[config.mk]
export PLATFORM = sky130hd
export DESIGN_NAME = alu_operand_core
export DESIGN_NICKNAME = d
export VERILOG_FILES = /design/src/rtl/alu_operand_core.sv
export SDC_FILE = /design/constraint.sdc
export NUM_CORES = 1
export LEC_CHECK = 0
export CAP_MARGIN = 30
export CORE_MARGIN = 4
export CORE_UTILIZATION = 45
export CTS_CLUSTER_DIAMETER = 120
export CTS_CLUSTER_SIZE = 14
export DETAILED_ROUTE_END_ITERATION = 8
export HOLD_SLACK_MARGIN = 0.03
export PLACE_DENSITY = 0.69
export SYNTH_ARGS = -nofsm -noshare
export SYNTH_HDL_FRONTEND = slang
export SYNTH_SLANG_ARGS = --single-unit
export TNS_END_PERCENT = 100
[constraint.sdc]
create_clock -name clk -period 3.5 [get_ports clk]
set_input_delay 0.35 -clock clk [delete_from_list [all_inputs] [get_ports clk]]
set_output_delay 0.35 -clock clk [all_outputs]
set_load 0.01 [all_outputs]
[src/rtl/alu_operand_core.sv]
// Operand-entry and arithmetic core: two push-button stepped operand registers,
// an eight-function ALU with registered result/NZCV flags, and accumulate-into-A.
module alu_operand_core #(
    parameter int WIDTH = 4,
    parameter int STEP  = 1
) (
    input  logic             clk,
    input  logic             rst_n,
    input  logic [1:0]       btn,
    input  logic [1:0]       dir,
    input  logic [2:0]       func,
    input  logic             acc_btn,
    output logic [WIDTH-1:0] op_a,
    output logic [WIDTH-1:0] op_b,
    output logic [WIDTH-1:0] result,
    output logic [3:0]       flags,
    output logic             upd
);

    localparam int SH_W = $clog2(WIDTH);
    localparam logic [WIDTH-1:0] STEP_W = WIDTH'(STEP);
    localparam logic [WIDTH:0]   ONE_X  = {{WIDTH{1'b0}}, 1'b1};

    localparam logic [2:0] F_ADD = 3'b000;
    localparam logic [2:0] F_SUB = 3'b001;
    localparam logic [2:0] F_AND = 3'b010;
    localparam logic [2:0] F_OR  = 3'b011;
    localparam logic [2:0] F_XOR = 3'b100;
    localparam logic [2:0] F_NOR = 3'b101;
    localparam logic [2:0] F_SLT = 3'b110;
    localparam logic [2:0] F_SHL = 3'b111;

    // Returns {N, Z, C, V, result}.
    function automatic logic [WIDTH+3:0] alu_eval(
        input logic [WIDTH-1:0] a,
        input logic [WIDTH-1:0] b,
        input logic [2:0]       f
    );
        logic signed [WIDTH-1:0] a_s;
        logic signed [WIDTH-1:0] b_s;
        logic [WIDTH:0]          sum;
        logic [WIDTH:0]          shl;
        logic [WIDTH-1:0]        r;
        logic                    c;
        logic                    v;
        a_s = a;
        b_s = b;
        sum = '0;
        shl = '0;
        r   = '0;
        c   = 1'b0;
        v   = 1'b0;
        case (f)
            F_ADD: begin
                sum = {1'b0, a} + {1'b0, b};
                r   = sum[WIDTH-1:0];
                c   = sum[WIDTH];
                v   = (a[WIDTH-1] == b[WIDTH-1]) && (r[WIDTH-1] != a[WIDTH-1]);
            end
            F_SUB: begin
                // Carry out of A + ~B + 1 is the inverted borrow.
                sum = {1'b0, a} + {1'b0, ~b} + ONE_X;
                r   = sum[WIDTH-1:0];
                c   = sum[WIDTH];
                v   = (a[WIDTH-1] != b[WIDTH-1]) && (r[WIDTH-1] != a[WIDTH-1]);
            end
            F_AND: r = a & b;
            F_OR:  r = a | b;
            F_XOR: r = a ^ b;
            F_NOR: r = ~(a | b);
            F_SLT: r = {{(WIDTH-1){1'b0}}, (a_s < b_s)};
            F_SHL: begin
                // Bit WIDTH of the extended shift is the last bit pushed out (0 for no shift).
                shl = {1'b0, a} << b[SH_W-1:0];
                r   = shl[WIDTH-1:0];
                c   = shl[WIDTH];
            end
            default: r = '0;
        endcase
        return {r[WIDTH-1], (r == '0), c, v, r};
    endfunction

    function automatic logic [WIDTH-1:0] step_op(
        input logic [WIDTH-1:0] val,
        input logic             down
    );
        return down ? (val - STEP_W) : (val + STEP_W);
    endfunction

    logic [1:0]       btn_q;
    logic             acc_q;
    logic [WIDTH-1:0] op_a_p0;
    logic [WIDTH-1:0] op_b_p0;
    logic             upd_p0;
    logic [WIDTH-1:0] result_p1;
    logic [3:0]       flags_p1;

    logic [1:0]       press;
    logic             acc_press;
    logic [WIDTH+3:0] alu_out;
    logic [WIDTH-1:0] next_a;
    logic [WIDTH-1:0] next_b;

    // Stage p0: edge detect and operand update.
    always_comb begin
        press     = btn & ~btn_q;
        acc_press = acc_btn & ~acc_q;
        alu_out   = alu_eval(op_a_p0, op_b_p0, func);
        next_a    = op_a_p0;
        next_b    = op_b_p0;
        if (acc_press) begin
            next_a = alu_out[WIDTH-1:0];
        end else if (press[0]) begin
            next_a = step_op(op_a_p0, dir[0]);
        end
        if (press[1]) begin
            next_b = step_op(op_b_p0, dir[1]);
        end
    end

    always_ff @(posedge clk) begin
        if (!rst_n) begin
            // Ones in the edge registers swallow a press held through reset.
            btn_q     <= 2'b11;
            acc_q     <= 1'b1;
            op_a_p0   <= '0;
            op_b_p0   <= '0;
            upd_p0    <= 1'b0;
            result_p1 <= '0;
            flags_p1  <= 4'b0100;
        end else begin
            btn_q     <= btn;
            acc_q     <= acc_btn;
            op_a_p0   <= next_a;
            op_b_p0   <= next_b;
            upd_p0    <= (next_a != op_a_p0) || (next_b != op_b_p0);
            // Stage p1: result registered from the current operand registers.
            result_p1 <= alu_out[WIDTH-1:0];
            flags_p1  <= alu_out[WIDTH+3:WIDTH];
        end
    end

    assign op_a   = op_a_p0;
    assign op_b   = op_b_p0;
    assign upd    = upd_p0;
    assign result = result_p1;
    assign flags  = flags_p1;

endmodule
==> results of run 1 <==
## final cells by class
class	instances	area, um^2	share of cell area, %
Tap cell	48	60.1	2.87
Inverter	18	67.6	3.23
Timing Repair Buffer	34	320	15.3
Sequential cell	19	380	18.2
Multi-Input combinational cell	165	1220	58.2
Clock buffer	4	45.0	2.16
## worst max-delay path: stages (launching register included)
cell and delay [ps]:
dfxtp_1 310, inv_1 130, ha_1 200, inv_1 60
fa_1 400, xnor2_1 140, mux4_2 480, a311o_1 380
a21o_1 190, a221o_1 340, o311a_1 340
## worst paths after layout
check	slack [ps]	startpoint	end
worst max-delay path	410	op_a[0]	upd
worst min-delay path	640	op_b[3]	op_b[3]
worst max register to register	410	op_a[0]	upd
worst min register to register	640	op_b[3]	op_b[3]
## per-layer routing
| metal | track usage [%] | vias up | share of wire, % |
|---|---|---|---|
| met5 | 0 | - | 0 |
| met4 | 5.32 | 0 | 2.1 |
| met3 | 5.07 | 15 | 6.7 |
| met2 | 31.3 | 72 | 45 |
| met1 | 24.6 | 784 | 46 |
| li1 | - | 811 | - |
## cells in the mapped netlist (2+ instances only)
cell type  count
nand3_1        6
o21ai_0        5
inv_1         18
a32oi_1        2
a221o_1        2
nor2_1        24
clkbuf_1       9
mux2i_1        5
fa_1           4
nor3_1         6
dfxtp_1       19
and3_1         2
and2_1         3
xnor2_1       10
a31oi_1        5
o2bb2ai_1      2
nand2b_1       8
a21o_1         4
nor2b_1        3
nand2_1        9
o22ai_1        2
nor4_1         2
a21oi_1       13
a211o_1        4
ha_1          17
a211oi_1       7
## sequential cells by signal (all words and copies together), names as in the netlist
register  count
op_b          4
flags         3
op_a          4
btn_q         2
result        4
acc_q         1
upd           1
## per-stage QoR
stage          std cells  power, mW  hold slack (ps)  worst slack (ps)  util [%]
2_1_floorplan        214      0.431              423               474         -
3_3_place_gp         284      0.520              607               473      55.4
3_5_place_dp         284      0.521              617               437      55.4
4_1_cts              288      0.678              635               408      56.6
5_1_grt              288      0.719              678               281      56.6
6_report             288      0.674              637               408      56.6
## kinds of logic (layout without fill, tap and decap cells)
logic type      after synthesis  after routing  share of synthesized area (%)
flops                        19             19                           22.1
fa+ha+maj                    21             21                           17.0
simple gates                 71             71                           20.8
compound gates               56             56                           22.9
xor+xnor                     10             10                           5.09
buf+inv                      30             56                           7.20
mux                           7              7                           4.87
## power breakdown
part,internal [mW],switching [mW]
Combinational,0.132,0.143
Sequential,0.232,0.0103
Clock,0.0810,0.0759
==> impl_results.md, run 1 <==
- Outcome: finished clean
- Routed len/inst: 15.5 um
- DP HPWL: roughly 3500 um
- Slew Limit Fails: 0
- Slew @ Worst Pin: 575 ps
- Finish-stage setup viols: 0
- Core footprint: around 3700 um^2
- Buffer count from post-CTS setup fixing: 0
- EDFF count, synth: 0
- Starting Density: between 40% and 50%
- Grt ovf: 0
- Worst-case clock buffer depth: 2
- # port buffers: 26
- Final GP Congestion: approximately 0.94
- Most used DFF post-synth: dfxtp_1
- Power per Cell Area: approximately 320 nW/um^2
- CP arrival: around 3200 ps
- Most frequent cells in the layout: clkdlybuf4s50_1 (26), nor2_1 (24), dfxtp_1 (19)
- Largest net degree at the start of global routing: 14
- Chip height: around 70 um
- Die X: 69.8 um
- CTS tree: done
- Share of cells above drive strength 1: roughly 7%
- Max Cap Violations: 0
- Starting DRT DRC Count: about 110
- Clk_lat worst skew: 260 ps
- Root buffer cell: clkbuf_8
- RSZ-0062 raised after global routing: no
- CP Data Required Time: between 3000 and 4000 ps
- Detailed Route WL: about 4500 um
- Flop and latch count out of synthesis: 19
- Nets: between 200 and 300
- H-Tree Depth: 1
- Top cells by area, synth: dfxtp_1 (22%), ha_1 (12%), nor2_1 (5.2%)
- Final setup TNS: 0 ps
- Final Hold Fails: 0
- Dominant cell type by area after synthesis: dfxtp_1
- Critical Path Sink Type: register
- Synth Net Count: about 250
- First-pass GRT wire length: approximately 7600 um
- Placed Area: ~2000 um^2
- Mapped Area: ~1700 um^2
- Std cell rows: 22
- Gr usage total: a little under a fifth
- Pleak: 0.850 nW
- R2R cell count: 10
- Die Area: roughly 4900 um^2
- Initial antenna violation count: 0
- # diodes: 0
- Post-route minimum period: 3090 ps
- Worst-path fanout max: 4
- Part of the Yosys area used for sequential elements: between 20% and 30%
- Yosys warns: 0
- Final period utilization: 88.3%
- Max Fclk: 323 MHz
- Library cells used by synthesis: slightly below 50
- Layout fillers: 370
- Via Count: about 1700
- Max-slew headroom at the worst pin: between 60% and 70%
- Startpoint types: register
- Mapped Cells: around 210
- Drt pass-1 iters: 4
- Kind of critical path: register to register
- Hold path cells: 3
- CTS sink cnt: 19
- Maximum VDD drop: 236 uV
- Worst Hold Class: register to register
- Vias in the first global route: 1591
- Ports: 27
- Commonest non-fill, non-tap cell in the layout: clkdlybuf4s50_1
- CTS Buf Count: 3
- Finished Cell Area: between 2000 and 2500 um^2
- Clock slew at reported path FFs: ~80 ps
- Vias per inst: slightly below 6
- CTS Hold Bufs: 0
- DRC viols: 0
- Mean Syn Cell Area: ~8 um^2
- # resized after CTS: 0
- Worst Skew: approximately 4.0 ps
- Area grow syn2layout: 21.5%
- Routed Antenna Nets: 0
- Area share of the largest cell type after synthesis: between 20% and 30%
- Ys async rst share: 0%
No activity file was read; power rests on OpenSTA's default activity.
==> run 2, diff against run 1 <==
--- a/config.mk
+++ b/config.mk
@@ -6,7 +6,6 @@
 export NUM_CORES = 1
 export LEC_CHECK = 0
 export CAP_MARGIN = 30
-export CORE_MARGIN = 4
 export CORE_UTILIZATION = 45
 export CTS_CLUSTER_DIAMETER = 120
 export CTS_CLUSTER_SIZE = 14
==> run 2 against run 1 <==
Flip-flop and latch count unchanged. Clock skew is 2.8 ps lower. Final area up 0.36%. Highest routed layer unchanged.
==> impl_results.md, run 2 (synthesized netlist as in run 1, its figures left out) <==
- Power per Cell Area: 321 nW/um^2
- Final Hold Fails: 0
- Dpl ws: 385 ps
- Met1 Use GR: roughly a third
- Clock slew at reported path FFs: about 70 ps
- Critical Path Sink Type: register
- Met3 GRT Util: under 10%
- Chip height: 63.8 um
- Std cell rows: 22
- Routed Antenna Nets: 0
- Starting Density: between 40% and 50%
- Combinational Power Share: between 40% and 50%
- Initial antenna violation count: 0
- Nets: ~270
- # port buffers: 26
- Vias in the first global route: approximately 1500
- Part of the power in the clock network: around 23%
- Slew Limit Fails: 0
- Vias per inst: 5.47
- Largest net degree at the start of global routing: 14
- Slew @ Worst Pin: 554 ps
- DP HPWL: 3440 um
- Final period utilization: approximately nine tenths
- Kind of critical path: register to register
- CTS Buf Count: 3
- H-Tree Depth: 1
- Detailed Route WL: 4390 um
- Grt ovf: 0
- Share of power burned in registers: a little over a third
- Commonest non-fill, non-tap cell in the layout: clkdlybuf4s50_1
- Worst-path fanout max: 10
- GR Layer Usage met2: 39.1%
- Die Area: ~4000 um^2
- RSZ-0062 raised after global routing: no
- Worst Slack Setup Final: about 370 ps
- Area grow syn2layout: 21.9%
- Drt pass-1 iters: 4
- Worst-case clock buffer depth: 2
- Buffer count from post-CTS setup fixing: 0
- Layout fillers: 371
- Share of cells above drive strength 1: between 7 and 8%
- Max Cap Violations: 0
- Gr usage total: 23.6%
- DRC viols: 0
- Pleak: 0.856 nW
- Maximum VDD drop: between 300 and 400 uV
- Finish-stage setup viols: 0
- Core footprint: 3660 um^2
- Ports: 27
- CTS Hold Bufs: 0
- Most frequent cells in the layout: clkdlybuf4s50_1 (26), nor2_1 (24), dfxtp_1 (19)
- Sw frac: about a third
- CTS tree: done
- Worst Hold Class: register to register
- Outcome: finished clean
- Internal: ~0.45 mW
- Grt peak-use layer: met2
- # diodes: 0
- Startpoint types: register
- CP arrival: 3280 ps
- Starting DRT DRC Count: around 110
- Max-slew headroom at the worst pin: between 60 and 70%
- CP Data Required Time: 3650 ps
- Routed len/inst: 15.2 um
- Final GP Congestion: 0.944
- CTS sink cnt: 19
- Net switching power: between 0.2 and 0.25 mW
- Max Fclk: between 300 and 400 MHz
- First-pass GRT wire length: roughly 7400 um
- Clk_lat worst skew: 250 ps
- Root buffer cell: clkbuf_8
- Die X: 63.8 um
- Post-route minimum period: between 3000 and 4000 ps
- Via Count: approximately 1600
- Worst Skew: ~1.2 ps
- # resized after CTS: 0
- Final setup TNS: 0 ps
## run 2: changes by cell type in the layout (fill, tap and decap cells not counted)
| cell | delta |
|---|---|
| buf_4 | +1 |
## run 2: power by group through the flow
stage	clock, mW	combinational [mW]	sequential [mW]
finish	0.153	0.278	0.242
global route	0.167	0.307	0.243
CTS	0.159	0.276	0.242
detailed placement	0	0.275	0.247
global placement	0	0.275	0.246
floorplan	0	0.174	0.257
## run 2: path summary, 6_finish.rpt
check                           cells past startpoint  slack [ps]  startpoint       to
worst max-delay path                                8         370     op_b[1]      upd
worst min-delay path                                2         620     op_b[1]  op_b[1]
worst max register to register                      8         370     op_b[1]      upd
worst min register to register                      2         620     op_b[1]  op_b[1]
## run 2: per-stage QoR
stage / util [%] / cells / total power [mW] / instance area (um^2) / hold slack (ps)
4_1_cts: 57.3 / 289 / 0.677 / 2100 / 623
3_3_place_gp: 56.0 / 285 / 0.521 / 2050 / 600
5_1_grt: 57.3 / 289 / 0.717 / 2100 / 665
2_1_floorplan: - / 214 / 0.431 / 1720 / 423
3_5_place_dp: 56.0 / 285 / 0.521 / 2050 / 608
6_report: 57.3 / 289 / 0.672 / 2100 / 617
## run 2: critical path, cell delays in order (launching register included)
cell and delay (ps):
dfxtp_1 480, inv_1 230, fa_1 480, xnor2_1 140, mux4_2 460, a311o_1 370
a21o_1 190, a221o_1 340, o311a_1 340
## run 2: cell type report
cell class	count	area, um^2	share of cell area, %
inverter	18	67.6	3.22
tap	48	60.1	2.86
timing repair buffer	35	328	15.6
clock buffer	4	45.0	2.15
multi-input combinational	165	1220	58.0
sequential	19	380	18.1
## run 2: routing by layer
metal	vias up	share of wire [%]	wire length, um
met1	731	50	2200
met4	0	0.87	38
met2	34	46	2020
li1	811	-	-
met3	4	3.1	138
met5	-	0	0
==> variant 1, RTL diff (config.mk and constraints of run 1) <==
Change the parameter `WIDTH` from 4 to 2.
--- a/src/rtl/alu_operand_core.sv
+++ b/src/rtl/alu_operand_core.sv
@@ -3,3 +3,3 @@
 module alu_operand_core #(
-    parameter int WIDTH = 4,
+    parameter int WIDTH = 2,
     parameter int STEP  = 1
Ports: changed (resized op_a, op_b and result); port bits go from 27 to 21. No check against the original RTL was run, so the function may have changed too.
==> variant 1 against run 1 <==
  * Cell area fell by 47%
  * Area after synthesis fell by 48%
  * Wire length fell by 60%
  * Worst setup slack improved by 630 ps
  * Sequential power fell by 30%
  * Utilization rose by 4.8 points
  * Critical path type unchanged
  * Power fell by 45%
  * Clock skew rose by 1.7 ps
  * Sequential cell count fell by 6
==> variant 1: results (changes against run 1) <==
layout cell share with drive strength beyond 1=5.41% (-1.7 points); cell count after placement=132 (-54%); maximum number of pins on one net before global-route repair=16 (+2); first-iteration detailed-routing DRC count=14 (-88%); GRT Util Overall=14.2% (-4.9 points); result of the run=complete, no violations; total number of nets in the final design=131 (-52%); sequential area share after synthesis=29.3% (+7.2 points); Max IR drop VDD=238 uV (+0.93%); wire length of the first global-routing pass=2.91 mm (-62%); clock tree skew after final layout=5.70 ps (+1.69 ps); post-synth net total=112 (-54%); placement-stage worst setup slack=1060 ps (+623 ps); dominant cells by area after synthesis=sky130_fd_sc_hd__dfxtp_1, sky130_fd_sc_hd__ha_1, sky130_fd_sc_hd__fa_1; share of total power consumed by net switching=29.1% (-4.9 points); post-synth cell types=42 (-14%); final wirelength=1.79 mm (-60%); Crit path arrival time=2660 ps (-580 ps); Final Instance Count excl. Fillers=136 (-53%); cell types with the highest counts after synthesis=sky130_fd_sc_hd__dfxtp_1, sky130_fd_sc_hd__nand2b_1, sky130_fd_sc_hd__ha_1, sky130_fd_sc_hd__inv_1, sky130_fd_sc_hd__xnor2_1; critical-path maximum fanout=7 (+3); Avg Vias per Cell=5.25 (-10%); type of the worst min-delay path=primary input to flip-flop; Leakage Power=0.446 nW (-48%); Detailed Place HPWL=1.41 mm (-60%); clock root buffer=sky130_fd_sc_hd__clkbuf_4
## variant 1: cell count changes in the layout (fill, tap and decap cells not counted), moves of 6 or more
cell,delta
sky130_fd_sc_hd__buf_4,-8
sky130_fd_sc_hd__a211oi_1,-7
sky130_fd_sc_hd__ha_1,-11
sky130_fd_sc_hd__dfxtp_1,-6
sky130_fd_sc_hd__nor2_1,-23
sky130_fd_sc_hd__inv_1,-12
sky130_fd_sc_hd__clkdlybuf4s50_1,-6
sky130_fd_sc_hd__a21oi_1,-11
## variant 1: final cells by class
| cell class | count | area, sq um |
|---|---|---|
| inverter | 6 | 22.5 |
| fill | 176 | 694 |
| clock buffer | 4 | 26.3 |
| sequential | 13 | 260 |
| tap | 25 | 31.3 |
| timing repair buffer | 20 | 200 |
| multi-input combinational | 68 | 567 |
## variant 1: path summary, 6_finish.rpt
kind                 start  endpoint  slack, ps  cells after the start
setup / recovery   op_a[0]       upd       1040                      8
hold / removal      btn[1]  btn_q[1]        650                      2
setup reg to reg   op_a[0]       upd       1040                      8
hold reg to reg   btn_q[1]   op_b[0]        670                      3
## variant 1: metal layers
metal | wire, microns | global-route usage (%) | vias up
li1 | - | - | 358
met1 | 752 | 16.5 | 332
met2 | 907 | 24.2 | 22
met3 | 113 | 5.70 | 2
met4 | 12 | 3.40 | 0
met5 | 0 | 0 | -
## variant 1: cell families after synthesis
kind of cell,Yosys count,share of synthesized area (%)
adders and majority gates,9,15.2
DFF,13,29.3
xor gates and xnor gates,7,6.90
muxes,3,3.66
and+or+nand+nor,29,20.1
AOI/OAI and AO/OA,20,17.9
buffers and inverters,12,6.90
## variant 1: through the flow
step	power, mW	area [sq um]
after floorplan	0.244	888
after global placement	0.281	1080
after detailed placement	0.285	1080
after CTS	0.376	1110
after global routing	0.397	1110
final	0.371	1110
## variant 1: critical path, stage by stage (launching register included)
cell	delay, ps
sky130_fd_sc_hd__dfxtp_1	480
sky130_fd_sc_hd__inv_1	140
sky130_fd_sc_hd__ha_1	260
sky130_fd_sc_hd__fa_1	350
sky130_fd_sc_hd__mux2_1	290
sky130_fd_sc_hd__a221oi_1	310
sky130_fd_sc_hd__o22ai_1	210
sky130_fd_sc_hd__xnor2_1	170
sky130_fd_sc_hd__a31oi_1	180
## variant 1: power groups by stage
stage               sequential, mW  clock, mW  combinational, mW
floorplan                    0.173          0             0.0711
global placement             0.172          0              0.109
detailed placement           0.172          0              0.112
CTS                          0.169     0.0949              0.113
global route                 0.171      0.104              0.122
finish                       0.169     0.0911              0.112
==> variant 2, RTL diff (flow settings as in run 1) <==
Made on the original files. Reset style: asynchronous (`rst_n`), changed in one clocked block.
--- a/src/rtl/alu_operand_core.sv
+++ b/src/rtl/alu_operand_core.sv
@@ -120,3 +120,3 @@
 
-    always_ff @(posedge clk) begin
+    always_ff @(posedge clk or negedge rst_n) begin
         if (!rst_n) begin
Check against the original RTL: differs if rst_n is asserted again (counterexample within 4 cycles, from zero or initial values and one cycle with rst_n low); with rst_n held inactive, the same outputs for 10 cycles.
==> variant 2 against run 1 <==
  * Hold slack worse by 130 ps
  * Cell area is 0.66% lower
  * Wire length shrank 8.8%
  * Sequential share of layout area up 4.9 points
  * Worst setup slack better by 210 ps
  * Non-clock buffer count fell by 6
  * Global-route usage shrank 1.9 points
  * Sequential cell count stayed put
  * Area after synthesis up 2.4%
  * Clock skew shrank 1.1 ps
  * Critical path type unchanged
Power is not compared: it rests on default switching activity, and its combinational part moved more than twofold at a synthesized area within 25%.
==> variant 2: results (changes against run 1) <==
wire length per cell=15.9 microns (+2.2%); first-iteration detailed-routing DRC count=83 (-27%); cell types with the highest counts after synthesis=sky130_fd_sc_hd__ha_1, sky130_fd_sc_hd__inv_1, sky130_fd_sc_hd__dfrtp_1, sky130_fd_sc_hd__nand2_1, sky130_fd_sc_hd__xnor2_1; layout cell share with drive strength beyond 1=10.5% (+3.4 points); Crit path arrival time=3030 ps (-210 ps); clock tree skew after final layout=2.88 ps (-1.13 ps); met2 Resource Use GR=28.5% (-2.8 points); synthesized-area fraction occupied by adder cells=16.6% (-0.40 points); register fraction of the total cell area=23.1% (+4.9 points); Worst Hold End=btn_q[1]; Detailed Place HPWL=3.19 mm (-8.2%); core outline area=3720 sq um (+0.75%); GRT Util Overall=17.2% (-1.9 points); placed cell areas=2030 sq um (-0.86%); num sequential=19 (unchanged); most used flip-flop cell after synthesis=sky130_fd_sc_hd__dfrtp_1; met2 layer wire length in the routed design=2.02 mm (-0.20%); CLK BUF=3 (-1); DRT met1 WL=1.77 mm (-14%); gp weighted congestion=0.940 (+0.49%); non-clock buffer total of the final layout=28 (-18%); filler instances=361 (-2.4%); post-synth cell types=53 (+8.2%); multiplexer share of the synthesized area=6.18% (+1.3 points); global routing met1 resource utilization=22.1% (-2.5 points); post-synth net total=220 (-10%); worst reg-to-reg setup slack=610 ps (+210 ps); non-clock buffering overhead in the final layout=13.3% (-2.1 points); maximum number of pins on one net before global-route repair=20 (+6); total number of nets in the final design=241 (-11%); share of flip-flops with an asynchronous set or reset after synthesis=100% (+100 points); type of the worst min-delay path=primary input to flip-flop; result of the run=complete, no violations; sequential area share after synthesis=27.3% (+5.2 points); clock-cell share of area=2.35% (+0.20 points); Least-Margin Pin Slew=826 ps (+251 ps); slowest CP cell=sky130_fd_sc_hd__fa_1; met3 track demand over resource in global routing=1.70% (-3.4 points); nonclk inv count=16 (-2); dominant cells by area after synthesis=sky130_fd_sc_hd__dfrtp_1, sky130_fd_sc_hd__ha_1, sky130_fd_sc_hd__dfstp_2; area taken by multi-input logic gates=1150 sq um (-5.4%); reg-to-reg critical path endpoint=upd; wire length of the first global-routing pass=6.73 mm (-11%); complex-gate fraction of the synthesized area=17.6% (-5.3 points); number of instances on the worst hold path=1 (-2); synthesized-area fraction occupied by xor and xnor cells=6.96% (+1.9 points); number of cells traversed by the worst register-to-register path=10 (unchanged)
-- variant 2: changes by cell type after synthesis, moves of 6 or more --
cell,change
sky130_fd_sc_hd__clkbuf_1,-6
sky130_fd_sc_hd__dfxtp_1,-19
sky130_fd_sc_hd__dfrtp_1,+15
sky130_fd_sc_hd__a21oi_1,-6
sky130_fd_sc_hd__nor2_1,-15
sky130_fd_sc_hd__nand2_1,+6
sky130_fd_sc_hd__a211oi_1,-6
-- variant 2: per-stage QoR --
step | total power, mW | worst slack (ps) | hold WS, ps | util (%) | cells
2_1_floorplan | 1.31 | 782 | 54.4 | - | 189
3_3_place_gp | 1.67 | 702 | 558 | 54.5 | 253
3_5_place_dp | 1.70 | 605 | 572 | 54.5 | 253
4_1_cts | 1.88 | 588 | 510 | 55.9 | 257
5_1_grt | 2.02 | 412 | 514 | 55.9 | 257
6_report | 1.86 | 613 | 511 | 55.9 | 257
